`config.mk`:
```
export PLATFORM = sky130hd
export DESIGN_NAME = ps2_host_tx
export DESIGN_NICKNAME = d
export VERILOG_FILES = /design/src/rtl/ps2_host_tx.sv
export SDC_FILE = /design/constraint.sdc
export NUM_CORES = 1
export LEC_CHECK = 0
export CORE_ASPECT_RATIO = 2
export CORE_MARGIN = 4
export CORE_UTILIZATION = 64
export DETAILED_ROUTE_END_ITERATION = 10
export GPL_ROUTABILITY_DRIVEN = 0
export PLACE_DENSITY = 0.84
export SYNTH_ARGS = -nofsm -noshare
export SYNTH_HDL_FRONTEND = slang
export SYNTH_SLANG_ARGS = --single-unit
```
`constraint.sdc`:
```
create_clock -name clk -period 4.6 [get_ports clk]
set_input_delay 0.92 -clock clk [delete_from_list [all_inputs] [get_ports clk]]
set_output_delay 0.92 -clock clk [all_outputs]
set_load 0.01 [all_outputs]
```
`src/rtl/ps2_host_tx.sv`:
```
// PS/2 host-to-device transmitter: inhibit, request-to-send, then shifts one command byte out on device clock falls and checks the ACK.
// Lines are driven through active-high pull-low enables; a timeout aborts any transfer that stalls.
module ps2_host_tx #(
   parameter int INHIBIT_CYCLES = 5000,
   parameter int TIMEOUT_CYCLES = 1000000
) (
   input  logic       clk,
   input  logic       rst,
   input  logic [7:0] tx_data,
   input  logic       tx_start,
   input  logic       ps2_clk_in,
   input  logic       ps2_data_in,
   output logic       ps2_clk_oe,
   output logic       ps2_data_oe,
   output logic       busy,
   output logic       done,
   output logic       ack_err
);

   localparam int TW = $clog2(TIMEOUT_CYCLES + 1);
   localparam int IW = $clog2(INHIBIT_CYCLES + 1);

   typedef enum logic [2:0] {IDLE, INHIBIT, REQ, SEND, ACK, FIN} state_t;

   state_t        state, state_n;
   logic [10:0]   shreg, shreg_n;
   logic [3:0]    bitcnt, bitcnt_n;
   logic [IW-1:0] inh_cnt, inh_cnt_n;
   logic [TW-1:0] to_cnt, to_cnt_n;
   logic          clk_oe_n, data_oe_n, busy_n, done_n, ack_err_n;

   logic clk_s1, sync_clk, prev_sync_clk;
   logic data_s1, sync_data;
   logic fall, timeout;

   // Idle lines are high, so the synchronisers reset to 1 to avoid a phantom fall.
   always_ff @(posedge clk) begin
      if (rst) begin
         clk_s1        <= 1'b1;
         sync_clk      <= 1'b1;
         prev_sync_clk <= 1'b1;
         data_s1       <= 1'b1;
         sync_data     <= 1'b1;
      end else begin
         clk_s1        <= ps2_clk_in;
         sync_clk      <= clk_s1;
         prev_sync_clk <= sync_clk;
         data_s1       <= ps2_data_in;
         sync_data     <= data_s1;
      end
   end

   assign fall    = prev_sync_clk & ~sync_clk;
   assign timeout = (state != IDLE) && (to_cnt == TW'(TIMEOUT_CYCLES - 1));

   always_ff @(posedge clk) begin
      if (rst) begin
         state       <= IDLE;
         shreg       <= '0;
         bitcnt      <= '0;
         inh_cnt     <= '0;
         to_cnt      <= '0;
         ps2_clk_oe  <= 1'b0;
         ps2_data_oe <= 1'b0;
         busy        <= 1'b0;
         done        <= 1'b0;
         ack_err     <= 1'b0;
      end else begin
         state       <= state_n;
         shreg       <= shreg_n;
         bitcnt      <= bitcnt_n;
         inh_cnt     <= inh_cnt_n;
         to_cnt      <= to_cnt_n;
         ps2_clk_oe  <= clk_oe_n;
         ps2_data_oe <= data_oe_n;
         busy        <= busy_n;
         done        <= done_n;
         ack_err     <= ack_err_n;
      end
   end

   always_comb begin
      state_n   = state;
      shreg_n   = shreg;
      bitcnt_n  = bitcnt;
      inh_cnt_n = inh_cnt;
      to_cnt_n  = to_cnt;
      clk_oe_n  = ps2_clk_oe;
      data_oe_n = ps2_data_oe;
      busy_n    = busy;
      done_n    = 1'b0;
      ack_err_n = ack_err;

      if (state != IDLE)
         to_cnt_n = to_cnt + TW'(1);

      if (timeout) begin
         clk_oe_n  = 1'b0;
         data_oe_n = 1'b0;
         ack_err_n = 1'b1;
         done_n    = 1'b1;
         busy_n    = 1'b0;
         state_n   = IDLE;
      end else begin
         case (state)
            IDLE: begin
               clk_oe_n  = 1'b0;
               data_oe_n = 1'b0;
               // A request coinciding with done is dropped; the core retries once busy is low.
               if (tx_start && !done) begin
                  shreg_n   = {1'b0, 1'b1, ~^tx_data, tx_data};
                  bitcnt_n  = '0;
                  inh_cnt_n = '0;
                  to_cnt_n  = '0;
                  busy_n    = 1'b1;
                  ack_err_n = 1'b0;
                  clk_oe_n  = 1'b1;
                  state_n   = INHIBIT;
               end
            end
            INHIBIT: begin
               clk_oe_n  = 1'b1;
               inh_cnt_n = inh_cnt + IW'(1);
               if (inh_cnt == IW'(INHIBIT_CYCLES - 1)) begin
                  data_oe_n = 1'b1;
                  state_n   = REQ;
               end
            end
            REQ: begin
               clk_oe_n = 1'b0;
               state_n  = SEND;
            end
            SEND: begin
               if (fall) begin
                  data_oe_n = ~shreg[0];
                  shreg_n   = shreg >> 1;
                  bitcnt_n  = bitcnt + 4'd1;
                  if (bitcnt == 4'd9)
                     state_n = ACK;
               end
            end
            ACK: begin
               data_oe_n = 1'b0;
               if (fall) begin
                  ack_err_n = sync_data;
                  state_n   = FIN;
               end
            end
            FIN: begin
               if (sync_clk && sync_data) begin
                  done_n  = 1'b1;
                  busy_n  = 1'b0;
                  state_n = IDLE;
               end
            end
            default: state_n = IDLE;
         endcase
      end
   end

endmodule

```
; Word level (Yosys, flattened, before mapping)
; Cells that the tools add are included.
[totals]
in_bits = 13
output_inout_bits = 5
wordCells = 93
reg_bits = 61
[classes]
reduce_logical = 21
n_bitwise = 4
add_sub_neg = 3
n_mux = 34
eq_ne = 16
[op_table]
columns = operator, count
row1 = 20-bit 2-to-1 mux, 4
row2 = 13-bit one-hot mux with 2 select lines, 1
row3 = 11-bit 2-to-1 mux, 2
row4 = 11-bit one-hot mux with 2 select lines, 1
row5 = 20-bit by 1-bit adder with 20-bit output (second input constant), 1
row6 = 20-bit equality test (second input constant), 1
row7 = 3-bit 2-to-1 mux, 6
row8 = 3-bit one-hot mux with 6 select lines, 1
row9 = 13-bit by 1-bit adder with 13-bit output (second input constant), 1
row10 = 13-bit equality test (second input constant), 1
row11 = 13-bit 2-to-1 mux, 1
row12 = 2-bit inequality test (second input constant), 6
row13 = 3-bit AND reduction, 4
row14 = 3-bit nonzero test, 4
row15 = 1-bit 2-to-1 mux, 11
row16 = 4-bit 2-to-1 mux, 2
row17 = 4-bit one-hot mux with 2 select lines, 1
row18 = 8-bit XNOR reduction, 1
row19 = 3-bit by 2-bit equality test with 1-bit output (second input constant), 2
row20 = 3-bit equality test (second input constant), 2
row21 = 3-bit inequality test (second input constant), 2
row22 = 1-bit one-hot mux with 3 select lines, 2
row23 = 6-bit AND reduction, 1
row24 = 2-bit nonzero test, 3
row25 = 11 further kinds, 17

; Depth between registers and ports, before layout
; Gate-level depths: netlist of run 1.
[depth]
depth_word = 5
mapped_depth = 8
ltp_nobuf = 7

; Worst setup path before layout of run 1
; No wires, ideal clock.
[synth_path]
kind = input to register
startpoint = input tx_start
endpoint = register inh_cnt[12]
setup_slack_ps = 2373
stages = 6
n_path_buf = 1
arrival_ps = 2099
path_cell_list = nor2b_1 > clkbuf_1 > o2111ai_1 > a2111oi_4 > xnor2_1 > nor2_1
[synth_between]
elab_chain_len = 3
[synth_rtl]
columns = item, line
row1 = "start, declared", 10  ; input logic tx_start,
row2 = 1-bit logical AND, 110  ; if (tx_start && !done) begin
row3 = 2-bit inequality test (no line), --
row4 = 3-bit AND reduction (no line), --
row5 = "end signal, assigned", 72  ; inh_cnt <= inh_cnt_n;
row6 = "end, declared", 28  ; logic [IW-1:0] inh_cnt, inh_cnt_n;
; Every way passes these cells.
; A chain may end at the register's enable or synchronous reset.

; Worst setup path after layout of run 1
[layout_path]
startpoint = input tx_start
endpoint = register shreg[2]
[layout_between]
elab_chain_len = 3
[layout_rtl]
columns = item, line
row1 = 1-bit logical AND, 110
row2 = 2-bit inequality test (no line), --
row3 = 4-bit AND reduction (no line), --
row4 = "end signal, assigned", 70  ; shreg <= shreg_n;
row5 = "end, declared", 26  ; logic [10:0] shreg, shreg_n;
; Every way passes these cells.

==> results of run 1 <==
## routing by layer
metal / part of all wire / up-vias / track usage
met5: 0 / - / 0
met3: 0.038 / 27 / 0.0614
met4: 0.045 / 0 / 0.167
met2: 0.54 / 81 / 0.451
li1: - / 1322 / -
met1: 0.37 / 1312 / 0.266
## final timing paths
kind                            startpoint         to  slack (ps)
worst min-delay path               data_s1  sync_data         410
worst max register to register    state[2]   shreg[2]        2130
worst max-delay path              tx_start   shreg[2]        1580
worst min register to register     data_s1  sync_data         410
## state kept, by name, summed over array words and instances (netlist names), 3 cells and up
name     count
inh_cnt     13
bitcnt       4
state        3
shreg       10
to_cnt      20
## final cells by class
type | count | area [sq um] | share of cell area
Clock buffer | 10 | 128 | 0.0367
Clock inverter | 6 | 88.8 | 0.0255
Inverter | 4 | 15.0 | 0.00431
Multi-Input combinational cell | 277 | 1800 | 0.518
Sequential cell | 60 | 1200 | 0.345
Tap cell | 55 | 68.8 | 0.0198
Timing Repair Buffer | 18 | 178 | 0.0510
## per-stage QoR
step                      std cells  cell area [sq um]  utilization  power (mW)  worst slack (ps)
after floorplan                 361               3130            -       0.838              2370
after global placement          414               3270        0.697       0.891              1330
after detailed placement        414               3270        0.697       0.902              1240
after CTS                       430               3480        0.743        1.42              1610
after global routing            430               3480        0.743        1.49              1410
final                           430               3480        0.743        1.42              1580
## power by group through the flow
| stage | Sequential (mW) | Combinational, mW | Clock (mW) |
|---|---|---|---|
| after floorplan | 0.602 | 0.236 | 0 |
| final | 0.610 | 0.285 | 0.522 |
| after global routing | 0.616 | 0.321 | 0.554 |
| after detailed placement | 0.620 | 0.282 | 0 |
| after global placement | 0.620 | 0.271 | 0 |
| after CTS | 0.609 | 0.283 | 0.524 |
## worst max-delay path: stages
cell	delay (ps)
clkdlybuf4s50_1	480
nor2b_1	420
nand2_1	380
a21oi_2	630
a21oi_1	170
a311oi_1	270
## cell usage after synthesis (4+ instances only)
library cell	number	share of area
a21oi_1	30	0.048
or3_1	5	0.010
dfxtp_1	60	0.38
nor4bb_1	4	0.013
nand2b_1	4	0.0080
and4_1	4	0.011
a211oi_2	4	0.016
buf_2	5	0.0080
nand3_1	15	0.024
nand2_1	46	0.055
or2_2	8	0.016
inv_1	4	0.0048
nor2_1	32	0.038
and2_1	6	0.012
clkbuf_1	10	0.012
xor2_1	8	0.022
nand4_1	6	0.012
o21ai_0	12	0.019
a311oi_1	9	0.025
ha_1	4	0.016
a211oi_1	5	0.012
xnor2_1	18	0.050
## layout by cell type, fill, tap and decap left out, types with 6 or more instances in the layout
cell type	count
or2_2	8
nor2_1	32
clkdlybuf4s50_1	17
o21ai_0	12
a311oi_1	9
dfxtp_1	60
nand3_1	15
a21oi_1	30
xor2_1	8
xnor2_1	18
nand4_1	6
and2_1	6
nand2_1	46
clkbuf_8	9
## logic make-up (layout without fill, tap and decap cells)
kind of cell | Yosys count | count (layout) | share of synthesized area
AND/OR/NAND/NOR | 155 | 155 | 0.269
AO/OA/AOI/OAI | 87 | 87 | 0.201
flip-flops | 60 | 60 | 0.384
XOR/XNOR | 26 | 26 | 0.0727
buffers and inverters | 24 | 38 | 0.0404
multiplexers | 5 | 5 | 0.0172
adder cells (fa/ha/maj) | 4 | 4 | 0.0160
==> summary.md, run 1 <==
| Metric | Value |
|---|---|
| Outcome | completed |
| EDFF count, synth | 0 |
| Slew of the pin with the lowest slew margin | 747 ps |
| Row count | 35 |
| Die W | 57.5 um |
| Vias after detailed routing | 2742 |
| Synthesized netlist cell count | 361 |
| Die Y | 107 um |
| Die area | 6140 sq um |
| Internal | 0.980 mW |
| ANT cells | 0 |
| Min Tclk post-route | 3020 ps |
| CTS max path bufs | 2 |
| I/O pins | 18 |
| Reg2Reg Depth | 5 |
| Final TNS setup | 0 ps |
| Syn Std Cell Area | 3130 sq um |
| Mapped Nets | 378 |
| Endpoints failing setup | 0 |
| CTS Hold Bufs | 0 |
| NetSw | 0.437 mW |
| CTS H-Tree Depth | 3 |
| Synth unique cells | 59 |
| Final ANT Viol Nets | 0 |
| Remaining global-route overflow | 0 |
| Net Sw Frac | 0.309 |
| Gate power share | 0.201 |
| Fmax | 331 MHz |
| Remaining routing DRC violations | 0 |
| CP Max Fanout | 15 |
| CTS buffer count | 9 |
| Clock slew at reported path FFs | 70 ps |
| Worst Setup End Kind | flip-flop |
| Syn avg cell area | 8.67 sq um |
| DRT Pass-1 Iters | 4 |
| Synth warn | 0 |
| Clk Tree Root Cell | clkbuf_8 |
| Main synth FF type | dfxtp_1 |
| Setup Crit Path Kind | in -> reg |
| Crit path launch type | input pin |
| # Post-CTS Setup Buffers | 0 |
| Final Cycle Share | 0.657 |
| CTS tree | yes |
| Seq/Total Area, Yosys | 0.384 |
| RSZ-0062 raised after global routing | false |
| Total GRT Usage | 0.259 |
| Hold slack | 412 ps |
| Static Leak | 1.14 nW |
| Number of global-route vias before repair | 2750 |
| Final Max Tran Viols | 0 |
| Aggregate routed wire length | 7.16 mm |
| HP Class | reg -> reg |
| Max Cap Viol | 0 |
| Clk pwr share | 0.368 |
| Clk_lat worst skew | 350 ps |
| CP required | 4850 ps |
| Clk_skew | 7.42 ps |
| Async S/R FF share, synth | 0 |
| DRT iter0 DRCs | 128 |
| Final Hold Fails | 0 |
| Worst VDD drop | 0.373 mV |
| P per Cell Area | 407 nW/um^2 |
| Wirelength per Cell | 16.7 um |
| Via density | 6.38 |
| Crit path DAT | 3270 ps |
| DP Wirelength | 4.97 mm |
| Antenna violations before repair | 0 |
| Largest net degree at the start of global routing | 33 |
| Final layout net count | 387 |
| Reg power frac | 0.431 |
| Layout area overhead | 11.2% |
| Hold Crit Depth | 1 |
| Layout cells sized above 1 | 0.115 |
| # port buffers | 17 |
| Max transition margin | 0.501 |
| Flops & latches, synth | 60 |
| Core ar. | 4690 sq um |
| Resize count post-CTS | 0 |
| Fillers | 343 |
| Clk sink count | 60 |
| Starting Density | 0.668 |
| First-pass GRT wire length | 12.3 mm |
(Power assumes the default switching activity.)
==> inputs of run 2 (changes only) <==
CORE_UTILIZATION = 59   (was 64)
PLACE_DENSITY = 0.78   (was 0.84)
clock period = 3.1 ns   (was 4.6 ns; I/O delays follow)
==> summary.md, run 2 (same netlist as run 1, synthesis figures left out) <==
| Metric | Value |
|---|---|
| Crit path launch type | flip-flop |
| Via density | 6.16 |
| CTS max path bufs | 2 |
| CP bufs+invs | 0 |
| Most frequent cells in the layout | 60 x dfxtp_1, 46 x nand2_1, 32 x nor2_1 |
| Worst VDD drop | 0.462 mV |
| CP Max Fanout | 16 |
| Fmax | 440 MHz |
| Clk Tree Root Cell | clkbuf_8 |
| Static Leak | 1.15 nW |
| Aggregate routed wire length | 7.15 mm |
| Outcome | completed |
| Multi-input gate area | 1800 sq um |
| Top cell family by delay on the critical path | compound AO/OA/AOI/OAI gates |
| Final ANT Viol Nets | 0 |
| HP Class | reg -> reg |
| CTS Hold Bufs | 0 |
| Vias after detailed routing | 2699 |
| ANT cells | 0 |
| I/O pins | 18 |
| Setup Crit Path Kind | reg -> reg |
| Hold slack | 411 ps |
| Remaining global-route overflow | 0 |
| Endpoints failing setup | 0 |
| DRT Pass-1 Iters | 5 |
| Final layout net count | 392 |
| Critical Path Slowest Stage Cell | dfxtp_1 |
| Final Cycle Share | 0.734 |
| Commonest non-fill, non-tap cell in the layout | dfxtp_1 |
| Final Hold Fails | 0 |
| Clk sink count | 60 |
| Largest register FFs | 20 |
| Fillers | 432 |
| Total GRT Usage | 0.239 |
| Final TNS setup | 0 ps |
| CTS buffer count | 9 |
| Layout area overhead | 10.8% |
| Antenna violations before repair | 0 |
| Die area | 6610 sq um |
| Die W | 59.5 um |
| Max transition margin | 0.578 |
| Clk_lat worst skew | 340 ps |
| Worst Setup End Kind | flip-flop |
| Max Cap Viol | 0 |
| P per Cell Area | 560 nW/um^2 |
| Final Max Tran Viols | 0 |
| Largest registers | to_cnt (20), inh_cnt (13), shreg (10) |
| # Post-CTS Setup Buffers | 0 |
| Top reg by flops | to_cnt |
| # port buffers | 17 |
| Clk_skew | 5.70 ps |
| Largest net degree at the start of global routing | 24 |
| Number of global-route vias before repair | 2727 |
| Crit path DAT | 2470 ps |
| Resize count post-CTS | 0 |
| Wirelength per Cell | 16.3 um |
| RSZ-0062 raised after global routing | false |
| First-pass GRT wire length | 12.3 mm |
| Starting Density | 0.609 |
| Clock slew at reported path FFs | 60 ps |
| Pwr Total | 1.94 mW |
| Sequential Area | 1200 sq um |
| Die Y | 111 um |
| Row count | 37 |
| Slew of the pin with the lowest slew margin | 632 ps |
| CTS H-Tree Depth | 3 |
| DP Wirelength | 5.19 mm |
| Layout cells sized above 1 | 0.118 |
| CTS tree | yes |
| Critical path's largest stage delay | 670 ps |
| CP required | 3290 ps |
| Core ar. | 5140 sq um |
| CP cell instances | and3b_1, o21ai_0, a21oi_2, a311oi_1 |
| DRT iter0 DRCs | 125 |
| Remaining routing DRC violations | 0 |
| Min Tclk post-route | 2270 ps |
## run 2: stage by stage
| step | setup slack (ps) | cells | area (sq um) | util |
|---|---|---|---|---|
| 2_1_floorplan | 1170 | 361 | 3130 | - |
| 3_3_place_gp | 611 | 422 | 3310 | 0.644 |
| 3_5_place_dp | 590 | 422 | 3310 | 0.644 |
| 4_1_cts | 838 | 438 | 3470 | 0.675 |
| 5_1_grt | 664 | 438 | 3470 | 0.675 |
| 6_report | 825 | 438 | 3470 | 0.675 |
## run 2: final timing paths
check                               from        to  slack [ps]  cells past startpoint
worst max-delay path            state[0]  shreg[7]         830                      4
worst max register to register  state[0]  shreg[7]         830                      4
worst min-delay path              clk_s1  sync_clk         410                      1
worst min register to register    clk_s1  sync_clk         410                      1
## run 2: metal layers
layer,wire length [um],vias up,GRT usage
li1,-,1323,-
met2,3960,67,0.426
met4,193,0,0.115
met1,2770,1296,0.249
met5,0,-,0
met3,226,13,0.0548
## run 2: cell type report
cell class,instances,area share
inverter,4,0.00433
clock inverter,2,0.00288
tap,58,0.0209
sequential,60,0.346
clock buffer,14,0.0440
timing repair buffer,23,0.0620
multi-input combinational,277,0.520
## run 2: where the power goes
| part | switching, mW | internal [mW] |
|---|---|---|
| combinational | 0.262 | 0.173 |
| sequential | 0.0694 | 0.839 |
| clock | 0.289 | 0.310 |
